==> src/rtl/weight_fetch_pkg.sv <==
// Shared types and sizing for the weight fetch sequencer and its output buffer.
package weight_fetch_pkg;

   typedef enum logic [1:0] {
      IDLE,
      FETCH,
      DRAIN,
      DONE
   } state_t;

   localparam int unsigned BUF_DEPTH = 2;
   localparam int unsigned OCC_W     = $clog2(BUF_DEPTH + 1);

endpackage

==> src/rtl/weight_skid_fifo.sv <==
// Two-entry {last, data} buffer; the head entry is a register that drives the output directly.
module weight_skid_fifo
   import weight_fetch_pkg::*;
#(
   parameter int unsigned DWIDTH = 72
) (
   input  logic              clk,
   input  logic              rst,
   input  logic              push_i,
   input  logic [DWIDTH-1:0] push_data_i,
   input  logic              push_last_i,
   input  logic              pop_i,
   output logic [OCC_W-1:0]  occ_o,
   output logic              valid_o,
   output logic [DWIDTH-1:0] head_data_o,
   output logic              head_last_o
);

   logic [DWIDTH:0]  head_q, head_d;
   logic [DWIDTH:0]  tail_q, tail_d;
   logic [OCC_W-1:0] occ_q, occ_d;
   logic [DWIDTH:0]  entry;
   logic             pop_ok;

   assign entry  = {push_last_i, push_data_i};
   assign pop_ok = pop_i && (occ_q != '0);

   always_comb begin
      head_d = head_q;
      tail_d = tail_q;
      occ_d  = occ_q;
      case ({push_i, pop_ok})
         2'b10: begin
            if (occ_q == '0) head_d = entry;
            else             tail_d = entry;
            occ_d = occ_q + 1'b1;
         end
         2'b01: begin
            head_d = tail_q;
            occ_d  = occ_q - 1'b1;
         end
         2'b11: begin
            // With one entry the new word becomes head; with two it shifts in behind.
            if (occ_q == OCC_W'(1)) begin
               head_d = entry;
            end else begin
               head_d = tail_q;
               tail_d = entry;
            end
         end
         default: ;
      endcase
   end

   always_ff @(posedge clk) begin
      if (rst) begin
         head_q <= '0;
         tail_q <= '0;
         occ_q  <= '0;
      end else begin
         head_q <= head_d;
         tail_q <= tail_d;
         occ_q  <= occ_d;
      end
   end

   assign occ_o       = occ_q;
   assign valid_o     = (occ_q != '0);
   assign head_data_o = head_q[DWIDTH-1:0];
   assign head_last_o = head_q[DWIDTH];

endmodule

==> src/rtl/weight_fetch_sequencer.sv <==
// Issues sequential weight-memory reads for a job and streams the words out over valid/ready.
module weight_fetch_sequencer
   import weight_fetch_pkg::*;
#(
   parameter int unsigned AWIDTH = 16,
   parameter int unsigned DWIDTH = 72,
   parameter int unsigned CWIDTH = 16
) (
   input  logic              clk,
   input  logic              rst,
   input  logic              start,
   input  logic [AWIDTH-1:0] base_addr,
   input  logic [CWIDTH-1:0] num_words,
   output logic              busy,
   output logic              done,
   output logic              mem_read,
   output logic [AWIDTH-1:0] mem_addr,
   input  logic [DWIDTH-1:0] mem_dout,
   output logic              w_valid,
   output logic [DWIDTH-1:0] w_data,
   output logic              w_last,
   input  logic              w_ready
);

   state_t            state_q, state_d;
   logic [AWIDTH-1:0] base_q, base_d;
   logic [CWIDTH-1:0] num_q, num_d;
   logic [CWIDTH-1:0] issued_q, issued_d;
   logic              inflight_q, inflight_last_q;
   logic [OCC_W-1:0]  occ;
   logic              pop;
   logic              credit_ok;
   logic              last_issue;

   assign pop        = w_valid && w_ready;
   assign last_issue = (issued_q == num_q - 1'b1);
   // Buffer slots already spoken for (held + returning) must leave room after this cycle's pop.
   assign credit_ok  = ({1'b0, occ} + (OCC_W+1)'(inflight_q))
                       < ((OCC_W+1)'(BUF_DEPTH) + (OCC_W+1)'(pop));
   assign mem_addr   = base_q + AWIDTH'(issued_q);

   always_comb begin
      state_d  = state_q;
      base_d   = base_q;
      num_d    = num_q;
      issued_d = issued_q;
      mem_read = 1'b0;
      busy     = 1'b0;
      done     = 1'b0;
      case (state_q)
         IDLE: begin
            if (start) begin
               if (num_words == '0) begin
                  state_d = DONE;
               end else begin
                  base_d   = base_addr;
                  num_d    = num_words;
                  issued_d = '0;
                  state_d  = FETCH;
               end
            end
         end
         FETCH: begin
            busy = 1'b1;
            if (credit_ok) begin
               mem_read = 1'b1;
               issued_d = issued_q + 1'b1;
               if (last_issue) state_d = DRAIN;
            end
         end
         DRAIN: begin
            busy = 1'b1;
            if (pop && w_last) state_d = DONE;
         end
         DONE: begin
            done    = 1'b1;
            state_d = IDLE;
         end
         default: state_d = IDLE;
      endcase
   end

   always_ff @(posedge clk) begin
      if (rst) begin
         state_q         <= IDLE;
         base_q          <= '0;
         num_q           <= '0;
         issued_q        <= '0;
         inflight_q      <= 1'b0;
         inflight_last_q <= 1'b0;
      end else begin
         state_q         <= state_d;
         base_q          <= base_d;
         num_q           <= num_d;
         issued_q        <= issued_d;
         inflight_q      <= mem_read;
         inflight_last_q <= mem_read && last_issue;
      end
   end

   weight_skid_fifo #(
      .DWIDTH (DWIDTH)
   ) u_buf (
      .clk         (clk),
      .rst         (rst),
      .push_i      (inflight_q),
      .push_data_i (mem_dout),
      .push_last_i (inflight_last_q),
      .pop_i       (pop),
      .occ_o       (occ),
      .valid_o     (w_valid),
      .head_data_o (w_data),
      .head_last_o (w_last)
   );

endmodule

==> config.mk <==
export PLATFORM = sky130hd
export DESIGN_NAME = weight_fetch_sequencer
export DESIGN_NICKNAME = d
export VERILOG_FILES = /design/src/rtl/weight_fetch_pkg.sv /design/src/rtl/weight_skid_fifo.sv /design/src/rtl/weight_fetch_sequencer.sv
export SDC_FILE = /design/constraint.sdc
export NUM_CORES = 1
export LEC_CHECK = 0
export ABC_AREA = 1
export ABC_CLOCK_PERIOD_IN_PS = 3200
export CAP_MARGIN = 20
export CORE_MARGIN = 5
export CORE_UTILIZATION = 50
export CTS_CLUSTER_DIAMETER = 200
export DETAILED_ROUTE_END_ITERATION = 8
export PLACE_DENSITY = 0.77
export SYNTH_ARGS = -nofsm -noshare
export SYNTH_HDL_FRONTEND = slang
export SYNTH_SLANG_ARGS = --single-unit
==> constraint.sdc <==
create_clock -name clk -period 3.2 [get_ports clk]
set_input_delay 0.64 -clock clk [delete_from_list [all_inputs] [get_ports clk]]
set_output_delay 0.64 -clock clk [all_outputs]
set_load 0.02 [all_outputs]
==> results of run 1 <==
[power groups by stage]
stage / Clock [W] / Sequential (W) / Combinational (W)
2_1_floorplan: 0 / 0.00438 / 0.00258
3_3_place_gp: 0 / 0.00391 / 0.00494
3_5_place_dp: 0 / 0.00393 / 0.00502
4_1_cts: 0.00223 / 0.00390 / 0.00505
5_1_grt: 0.00234 / 0.00401 / 0.00554
6_report: 0.00219 / 0.00391 / 0.00504
[area by class of cell]
type / count / area share (%)
Inverter: 290 / 8.48
Sequential cell: 200 / 31.1
Clock inverter: 14 / 1.40
Clock buffer: 18 / 3.41
Multi-Input combinational cell: 807 / 35.3
Tap cell: 265 / 2.57
Timing Repair Buffer: 228 / 17.8
[critical path, cell delays in order, from the launching register on]
cell	delay, ns
dfxtp_1	0.34
ha_1	0.16
inv_1	0.05
fa_2	0.37
o21ai_2	0.19
a21boi_2	0.10
o21ai_2	0.17
buf_4	0.13
xor2_1	0.14
clkdlybuf4s15_1	0.32
[what timing repair did]
| item | in CTS | in global routing |
|---|---|---|
| endpoints found under the setup margin | 11 | 9 |
| pin swaps | 1 | 3 |
| resized for setup | 20 | 16 |
| endpoints found under the hold margin | 0 | 0 |
| buffers inserted | 1 | 1 |
[worst max-delay path by stage]
stage | from | endpoint | slack, ns | cells past startpoint
after detailed placement | issued_q[0] | mem_addr[12] | -0.01 | 10
final | base_q[0] | mem_addr[8] | 0.15 | 9
after floorplan | issued_q[0] | mem_addr[12] | 0.37 | 9
after global routing | base_q[0] | mem_addr[8] | 0.009 | 9
after CTS | base_q[0] | mem_addr[12] | 0.01 | 10
after global placement | base_q[0] | mem_addr[12] | 0.009 | 10
[stage by stage]
step	util [%]	instance area, um2	instances	TNS, ns
4_1_cts	66.1	12900	1821	0
3_5_place_dp	62.9	12200	1788	-0.0134
3_3_place_gp	62.9	12200	1788	0
5_1_grt	66.2	12900	1822	0
6_report	66.2	12900	1822	0
2_1_floorplan	-	9890	1373	0
[state kept, by name, summed over array words and instances (netlist names)]
register	flops
u_buf.head_q	73
u_buf.tail_q	73
base_q	16
issued_q	16
num_q	16
state_q	2
u_buf.occ_o	2
inflight_last_q	1
inflight_q	1
[metal layers]
| metal | global-route usage (%) | up-vias | wire length, um |
|---|---|---|---|
| li1 | - | 4796 | - |
| met1 | 29.4 | 4432 | 11400 |
| met2 | 40.5 | 269 | 13100 |
| met3 | 6.32 | 32 | 1850 |
| met4 | 6.17 | 0 | 433 |
| met5 | 0 | - | 0 |
[logic make-up (layout without fill, tap and decap cells)]
logic type	Yosys count	count (layout)
compound gates	406	406
buf+inv	366	550
simple gates	339	339
flops	200	200
xor+xnor	33	33
fa+ha+maj	29	29
[cells in the final DEF (no fill, tap or decap), drive strengths merged]
cell and instances:
clkbuf 20, fa 1, clkdlybuf4s15 2, ha 28, clkdlybuf4s50 189, xnor2 16
o2111ai 1, nand3 29, nand3b 2, a21boi 2, nor2 170, dlygate4sd2 5
nand2 115, o21a 1, inv 292, o21ai 202, o2111a 2, clkinv 12
nor3 13, a211oi 1, dfxtp 200, buf 30, and2 1, a21oi 119
nand4 8, xor2 17, or2 1, o31ai 2, o221ai 73, a31oi 3
==> impl_results.md, run 1 <==
- Outcome: finished, final reports clean
- First-pass GRT wire length: roughly 44 mm
- Reg2reg end: u_buf.tail_q[57]
- FF+latch count, synth: 200
- Detailed Place HPWL: between 15 and 20 mm
- Hold slack: roughly 0.46 ns
- Final worst-path cycle share: around 95%
- Final Wtd Congestion: 0.865
- Core area: ~19000 um2
- Leak pwr: 5.72 nW
- TritonCTS buffer count: 17
- Hold_buf cts: 0
- Maximum VDD drop: just over 0.0005 V
- Area of the multi-input gates: around 4500 um2
- Unrepaired setup endpoints after global routing: false
- Sw Share: between 40% and 50%
- Top post-synthesis cells by area: dfxtp_1 40%, inv_1 11%, o21ai_0 9.9%
- CTS Buffer Depth: 2
- Hold Crit Depth: 2
- P per Cell Area: roughly 860 nW/um2
- Worst hold start: inflight_last_q
- Mean number of vias per cell: ~5.2
- Worst slew margin: ~51%
- Min Tclk post-route: approximately 3.1 ns
- Register area: 4010 um2
- Worst-Margin Slew: ~0.74 ns
- Worst-Skew Late Latency: around 0.44 ns
- Synth-to-layout area growth: 30.2%
- Max-cap violations: 0
- Sequential area share after synthesis: between 40% and 50%
- Number of fillers in the final layout: 1668
- Main combinational cell family by area after synthesis: compound AO/OA/AOI/OAI gates
- Combinational power share: approximately 45%
- Final ANT Viol Nets: 0
- Vias in the first global route: around 9300
- Area leader, netlist: dfxtp_1
- Clock transition at the registers of the reported paths: about 0.08 ns
- R2R setup slack: roughly 0.70 ns
- Clock Sinks: 200
- Worst setup margin: around 0.15 ns
- Ant diodes: 0
- Post-synth top area share: about two fifths
- Post-synthesis simple-gate area fraction: between 10 and 15%
- CTS tree: yes
- CP Data Arrival Time: roughly 2.4 ns
- Critical Setup Path Class: reg2out
- Netlist cell types: 40
- Fraction of layout cells with a size suffix above 1: under 10%
- Initial DRC count: between 400 and 500
- Switching pwr: approximately 0.0046 W
- Die X: approximately 150 um
- Internal power: 0.00651 W
- DR vias: between 9000 and 10000
- Async S/R FF share, synth: 0%
- Syn Nets: 1510
- DR pass1 iterations: 7
- R2R depth: 11
- Htree depth: 4
- CP max FO: 2
- Number of synthesized flops with an enable pin: 0
- Post-synthesis mux area share: 0%
- Most used DFF post-synth: dfxtp_1
- Initial Util: ~51%
- Clock share of power: between 10% and 20%
- GRT overflow: 0
- DRC violations left: 0
- Syn Area/Cell: ~7.2 um2
- Final Skew: between 0.01 and 0.015 ns
- Mapped Area: between 9000 and 10000 um2
- Overall power: between 0.01 and 0.015 W
- Synth Area in Compound Gates: between 20% and 30%
- Die ar.: 22700 um2
- I/O pins: approximately 200
- Final Hold Vio Count: 0
- Endpoints failing setup: 0
- XOR/XNOR Fraction of Synth Area: 2.92%
- Kind of end point of the critical path: primary output
- Hold endpoint: u_buf.tail_q[72]
- Synth Warn #: 0
- Root Buffer: clkbuf_16
- Synth Area in Adders: 3.74%
- Largest net degree at the start of global routing: 111
- Slew Viols, Final: 0
- Layout Nets: roughly 1700
- Die Y-Extent: between 150 and 200 um
- Upper clock frequency limit: 327 MHz
- Antenna violations before repair: 0
- Port Buffer Count: 200
- Part of the power in registers: about a third
- Critical Path RT: 2.56 ns
- GRT Total Usage: 23.6%
- Wirelength per Cell: between 10 and 15 um
- Top post-synthesis cells by count: 284 x inv_1, 200 x dfxtp_1, 195 x o21ai_0
- Routed WL: 26.8 mm
- Synth Instances: about 1400
- Post-Place Worst Slack: -0.0134 ns
- Rows: a little over 50
- Crit path launch type: flip-flop
- Hold Crit Class: reg2reg
- R2R Path Start: u_buf.occ_o[0]
- Top-count cell post-synth: inv_1
Power figures use the tool's default switching activity.
==> run 2: changes to the inputs <==
--- a/constraint.sdc
+++ b/constraint.sdc
@@ -3,2 +3,2 @@
 set_output_delay 0.64 -clock clk [all_outputs]
-set_load 0.02 [all_outputs]
+set_load 0.005 [all_outputs]
==> run 2 against run 1 <==
  * The run now ends with negative setup slack left
  * Combinational power is 11% lower
  * Register-to-register slack better by 0.05 ns
  * Clock-buffer cell count stayed put
  * Flip-flop and latch count stayed put
  * Utilization is 0.57 points higher
  * Via count is 0.83% lower
  * Critical path type unchanged
  * Largest cell class unchanged
==> impl_results.md, run 2 (same netlist as run 1, synthesis figures left out) <==
- Most common cell after layout, fill and taps aside: inv_1
- Detailed Place HPWL: 18.8 mm
- First-pass GRT wire length: between 40 and 50 mm
- P per Cell Area: 809 nW/um2
- Post-Place Worst Slack: -0.0298 ns
- Wirelength per Cell: 14.4 um
- Slew Viols, Final: 0
- Dpl cells: around 1800
- Worst slew margin: between 50% and 60%
- Number of fillers in the final layout: between 1500 and 2000
- Clock Sinks: 200
- Min Tclk post-route: between 3 and 4 ns
- Vias in the first global route: approximately 9000
- Unrepaired setup endpoints after global routing: true
- Initial DRC count: just over 700
- Htree depth: 4
- Upper clock frequency limit: 312 MHz
- Final Hold Vio Count: 0
- Overall power: about 0.011 W
- Outcome: finished with violations
- Critical Setup Path Class: reg2out
- Critical Path RT: approximately 2.6 ns
- Worst setup margin: -0.00141 ns
- Core area: slightly below 20000 um2
- CTS Buffer Depth: 2
- TritonCTS buffer count: 17
- Hold slack: 0.464 ns
- Die ar.: approximately 23000 um2
- Antenna violations before repair: 0
- Die X: roughly 150 um
- Rows: between 50 and 60
- Mean number of vias per cell: 5.17
- Root Buffer: clkbuf_16
- Initial Util: around 51%
- Final Wtd Congestion: approximately 0.95
- Worst-Margin Slew: 0.723 ns
- Leak pwr: a little under 6 nW
- Routed WL: between 20 and 30 mm
- CP max FO: 4
- GRT overflow: 0
- R2R Path Start: u_buf.occ_o[0]
- Fraction of layout cells with a size suffix above 1: around 7.4%
- DR vias: 9450
- GRT Total Usage: approximately a quarter
- Most frequent cells in the layout: 282 x inv_1, 197 x dfxtp_1, 193 x o21ai_0
- Area of the multi-input gates: ~4600 um2
- Endpoints failing setup: 1
- Layout Nets: between 1500 and 2000
- Die Y-Extent: ~150 um
- Largest regs: u_buf.head_q: 73 flops, u_buf.tail_q: 73 flops
- Critical path startpoint: base_q[2]
- Hold Crit Class: reg2reg
- CP Data Arrival Time: around 2.6 ns
- Crit path launch type: flip-flop
- Worst-Skew Late Latency: between 0.4 and 0.5 ns
- Final worst-path cycle share: 100%
- Register area: around 4000 um2
- Failing checks: negative setup slack
- Final std cells w/o fill: ~1800
- CTS tree: yes
- DRC violations left: 0
- Worst hold start: inflight_last_q
- Synth-to-layout area growth: 31.3%
- Clock transition at the registers of the reported paths: approximately 0.08 ns
- Final ANT Viol Nets: 0
- Final instance area: approximately 13000 um2
- Maximum VDD drop: between 0.0003 and 0.0004 V
- Largest net degree at the start of global routing: roughly 130
- DP Area: 12300 um2
- DR pass1 iterations: 6
- Max-cap violations: 0
- Final Skew: 0.0119 ns
- Port Buffer Count: 200
- I/O pins: between 200 and 250
- Kind of end point of the critical path: primary output
- Ant diodes: 0
-- run 2: worst max-delay path, stage by stage (launching register included) --
cell             delay, ns
dfxtp_1               0.32
ha_1                  0.34
a21oi_1               0.20
nand2_2               0.14
a31oi_4               0.19
o21ai_2               0.12
a21oi_2               0.17
xnor2_1               0.13
clkdlybuf4s50_1       0.52
-- run 2: per-stage QoR --
| stage | utilization [%] | TNS (ns) |
|---|---|---|
| global route | 66.8 | -0.153 |
| global placement | 63.1 | 0 |
| CTS | 66.4 | 0 |
| finish | 66.8 | -0.00141 |
| floorplan | - | 0 |
| detailed placement | 63.1 | -0.0298 |
-- run 2: final cells by class --
class                           count  share of cell area (%)
Clock buffer                       18                    3.30
Clock inverter                     14                    1.18
Inverter                          290                    8.41
Multi-Input combinational cell    807                    35.3
Sequential cell                   200                    30.8
Tap cell                          265                    2.55
Timing Repair Buffer              234                    18.4
-- run 2: path summary, 6_finish.rpt --
| kind | endpoint | slack, ns | depth (start not counted) |
|---|---|---|---|
| worst max-delay path | mem_addr[11] | -0.001 | 8 |
| worst min-delay path | u_buf.tail_q[72] | 0.46 | 2 |
| worst max register to register | u_buf.tail_q[67] | 0.75 | 11 |
| worst min register to register | u_buf.tail_q[72] | 0.46 | 2 |
-- run 2: metal layers --
| layer | GRT usage, % | up-vias | part of all wire (%) |
|---|---|---|---|
| li1 | - | 4811 | - |
| met1 | 29.8 | 4360 | 44 |
| met2 | 39.6 | 246 | 48 |
| met3 | 6.02 | 33 | 6.3 |
| met4 | 6.48 | 0 | 1.7 |
| met5 | 0 | - | 0 |
-- run 2: report_power, final --
part / total, W / switching (W) / internal, W
combinational: 0.00449 / 0.00237 / 0.00212
clock: 0.00211 / 0.00106 / 0.00105
sequential: 0.00390 / 0.000545 / 0.00336
total: 0.0105 / 0.00398 / 0.00653
-- run 2: repair_timing --
item / CTS / global route
pin swaps: 5 / 5
setup buffers: 5 / 3
setup endpoints to repair: 9 / 4
hold buffers: 0 / 0
resized for setup: 19 / 14
==> run 3: changes to the inputs <==
CTS_CLUSTER_SIZE = 14   (was unset)
PLACE_DENSITY = 0.78   (was 0.77)
==> run 3 against run 2 <==
  * The flow now finishes without violations
  * Clock power up 3%
  * Worst hold slack got worse by 0.0060 ns
  * Total power is 0.19% higher
  * Maximum frequency is 2.1% higher
  * Register-to-register slack better by 0.02 ns
  * First-iteration DRC count shrank 13%
  * Critical path type unchanged
  * Sequential share of layout area grew 0.30 points
  * Wire length grew 2.5%
  * Die area did not move
  * Flip-flop and latch count stayed put
  * Via count increased by 0.19%
==> impl_results.md, run 3 (same netlist as run 1, synthesis figures left out) <==
- Synth-to-layout area growth: 30.1%
- DRC violations left: 0
- Initial Util: 50.8%
- CP max FO: 4
- CP Cell Sequence: buf_4 > ha_1 > nand3_1 > nand2_2 > a31oi_4 > o21ai_4 > a21oi_2 > xnor2_1 > clkdlybuf4s50_1
- Leak pwr: about 5.7 nW
- Initial DRC count: 621
- Slew Viols, Final: 0
- Endpoints failing setup: 0
- I/O pins: 201
- Max-cap violations: 0
- Worst setup margin: 0.0646 ns
- Worst slew margin: a little under half
- Kind of end point of the critical path: primary output
- Root Buffer: clkbuf_16
- Vias in the first global route: about 9000
- Rows: between 50 and 60
- Final Hold Vio Count: 0
- Dpl cells: 1782
- Largest regs: u_buf.head_q: 73 flops, u_buf.tail_q: 73 flops
- Min Tclk post-route: 3.14 ns
- Setup TNS: 0 ns
- Final std cells w/o fill: approximately 1800
- Critical Setup Path Class: reg2out
- DR vias: between 9000 and 10000
- Die ar.: between 20000 and 25000 um2
- Number of fillers in the final layout: ~1700
- DR pass1 iterations: 7
- Detailed Place HPWL: between 15 and 20 mm
- Crit path launch type: flip-flop
- Antenna violations before repair: 1
- Final worst-path cycle share: a little over nine tenths
- TritonCTS buffer count: 17
- Worst path slowest cell: clkdlybuf4s50_1
- Critical Path RT: approximately 2.6 ns
- Routed WL: around 27 mm
- Unrepaired setup endpoints after global routing: true
- Ant diodes: 0
- CP Data Arrival Time: between 2 and 3 ns
- Worst-Skew Late Latency: ~0.43 ns
- Crit-path max cell delay: approximately 0.52 ns
- CTS tree: yes
- Maximum VDD drop: about 0.00045 V
- Largest net degree at the start of global routing: 147
- Worst-Margin Slew: between 0.8 and 0.9 ns
- CTS Buffer Depth: 2
- Final ANT Viol Nets: 0
- Die X: around 150 um
- Clock Sinks: 200
- GRT Total Usage: around a quarter
- Die Y-Extent: roughly 150 um
- Htree depth: 4
- Layout Nets: 1676
- P per Cell Area: 818 nW/um2
- Wirelength per Cell: between 10 and 15 um
- Core area: just under 20000 um2
- Most frequent cells in the layout: 282 x inv_1, 197 x dfxtp_1, 193 x o21ai_0
- Final Skew: 0.0159 ns
- Upper clock frequency limit: between 300 and 400 MHz
- Hold Crit Class: reg2reg
- Most common cell after layout, fill and taps aside: inv_1
- Final Wtd Congestion: between 0.9 and 1
- Mean number of vias per cell: about 5.2
- Delay-heaviest family, CP: buffers and inverters
- GRT overflow: 0
- Post-Place Worst Slack: roughly 0.012 ns
- Worst Path Buf+Inv: 2
- First-pass GRT wire length: roughly 44 mm
- Outcome: finished, final reports clean
- Clock transition at the registers of the reported paths: 0.08 ns
- Fraction of layout cells with a size suffix above 1: 6.83%
- Port Buffer Count: 200
[run 3: changes by cell type in the layout (fill, tap and decap cells not counted), sizes merged]
cell,change
clkinv,-3
clkinvlp,+1
clkbuf,+1
inv,+2
buf,-12
[run 3: worst paths after layout]
kind | start | end | slack, ns | depth (start not counted)
worst max register to register | u_buf.occ_o[0] | u_buf.tail_q[26] | 0.77 | 11
worst min register to register | inflight_last_q | u_buf.tail_q[72] | 0.46 | 2
worst min-delay path | inflight_last_q | u_buf.tail_q[72] | 0.46 | 2
worst max-delay path | issued_q[1] | mem_addr[11] | 0.06 | 9
[run 3: final cells by class]
cell class	instances	area (um2)	area share, %
Clock buffer	18	429	3.34
Inverter	290	1090	8.49
Timing Repair Buffer	223	2250	17.5
Multi-Input combinational cell	807	4590	35.6
Sequential cell	200	4010	31.1
Clock inverter	14	168	1.30
Tap cell	265	332	2.58
[run 3: per-stage QoR]
stage               instance area [um2]  hold WS (ns)  utilization [%]  power (W)
global route                      12900         0.485             66.1     0.0113
floorplan                          9890         0.425                -    0.00633
detailed placement                12200         0.454             62.6    0.00836
global placement                  12200         0.447             62.6    0.00824
CTS                               12800         0.460             65.9     0.0106
finish                            12900         0.458             66.1     0.0105
[run 3: worst register-to-register path, cell delays in order, from the launching register on]
cell and delay [ns]:
dfxtp_1 0.37, inv_1 0.09, ha_1 0.25, inv_2 0.09, nand2_2 0.06, inv_1 0.11
ha_1 0.27, o21ai_0 0.18, nor2_4 0.13, buf_12 0.39, o21ai_0 0.27, a21oi_1 0.15
[run 3: report_power, final]
| part | internal (W) | switching, W | total (W) |
|---|---|---|---|
| Clock | 0.00107 | 0.00111 | 0.00217 |
| Combinational | 0.00207 | 0.00237 | 0.00444 |
| Sequential | 0.00336 | 0.000555 | 0.00391 |
[run 3: metal layers]
| layer | wire [um] | track usage [%] |
|---|---|---|
| met5 | 13 | 0 |
| met4 | 588 | 6.89 |
| met3 | 1890 | 6.26 |
| met2 | 13100 | 39.6 |
| met1 | 11400 | 29.8 |
[run 3: what timing repair did]
item	4_1_cts	5_1_grt
hold endpoints to repair	0	0
hold buffers	0	0
setup endpoints to repair	9	4
gates resized for setup	19	12
setup buffers	2	1
pin swaps	4	7
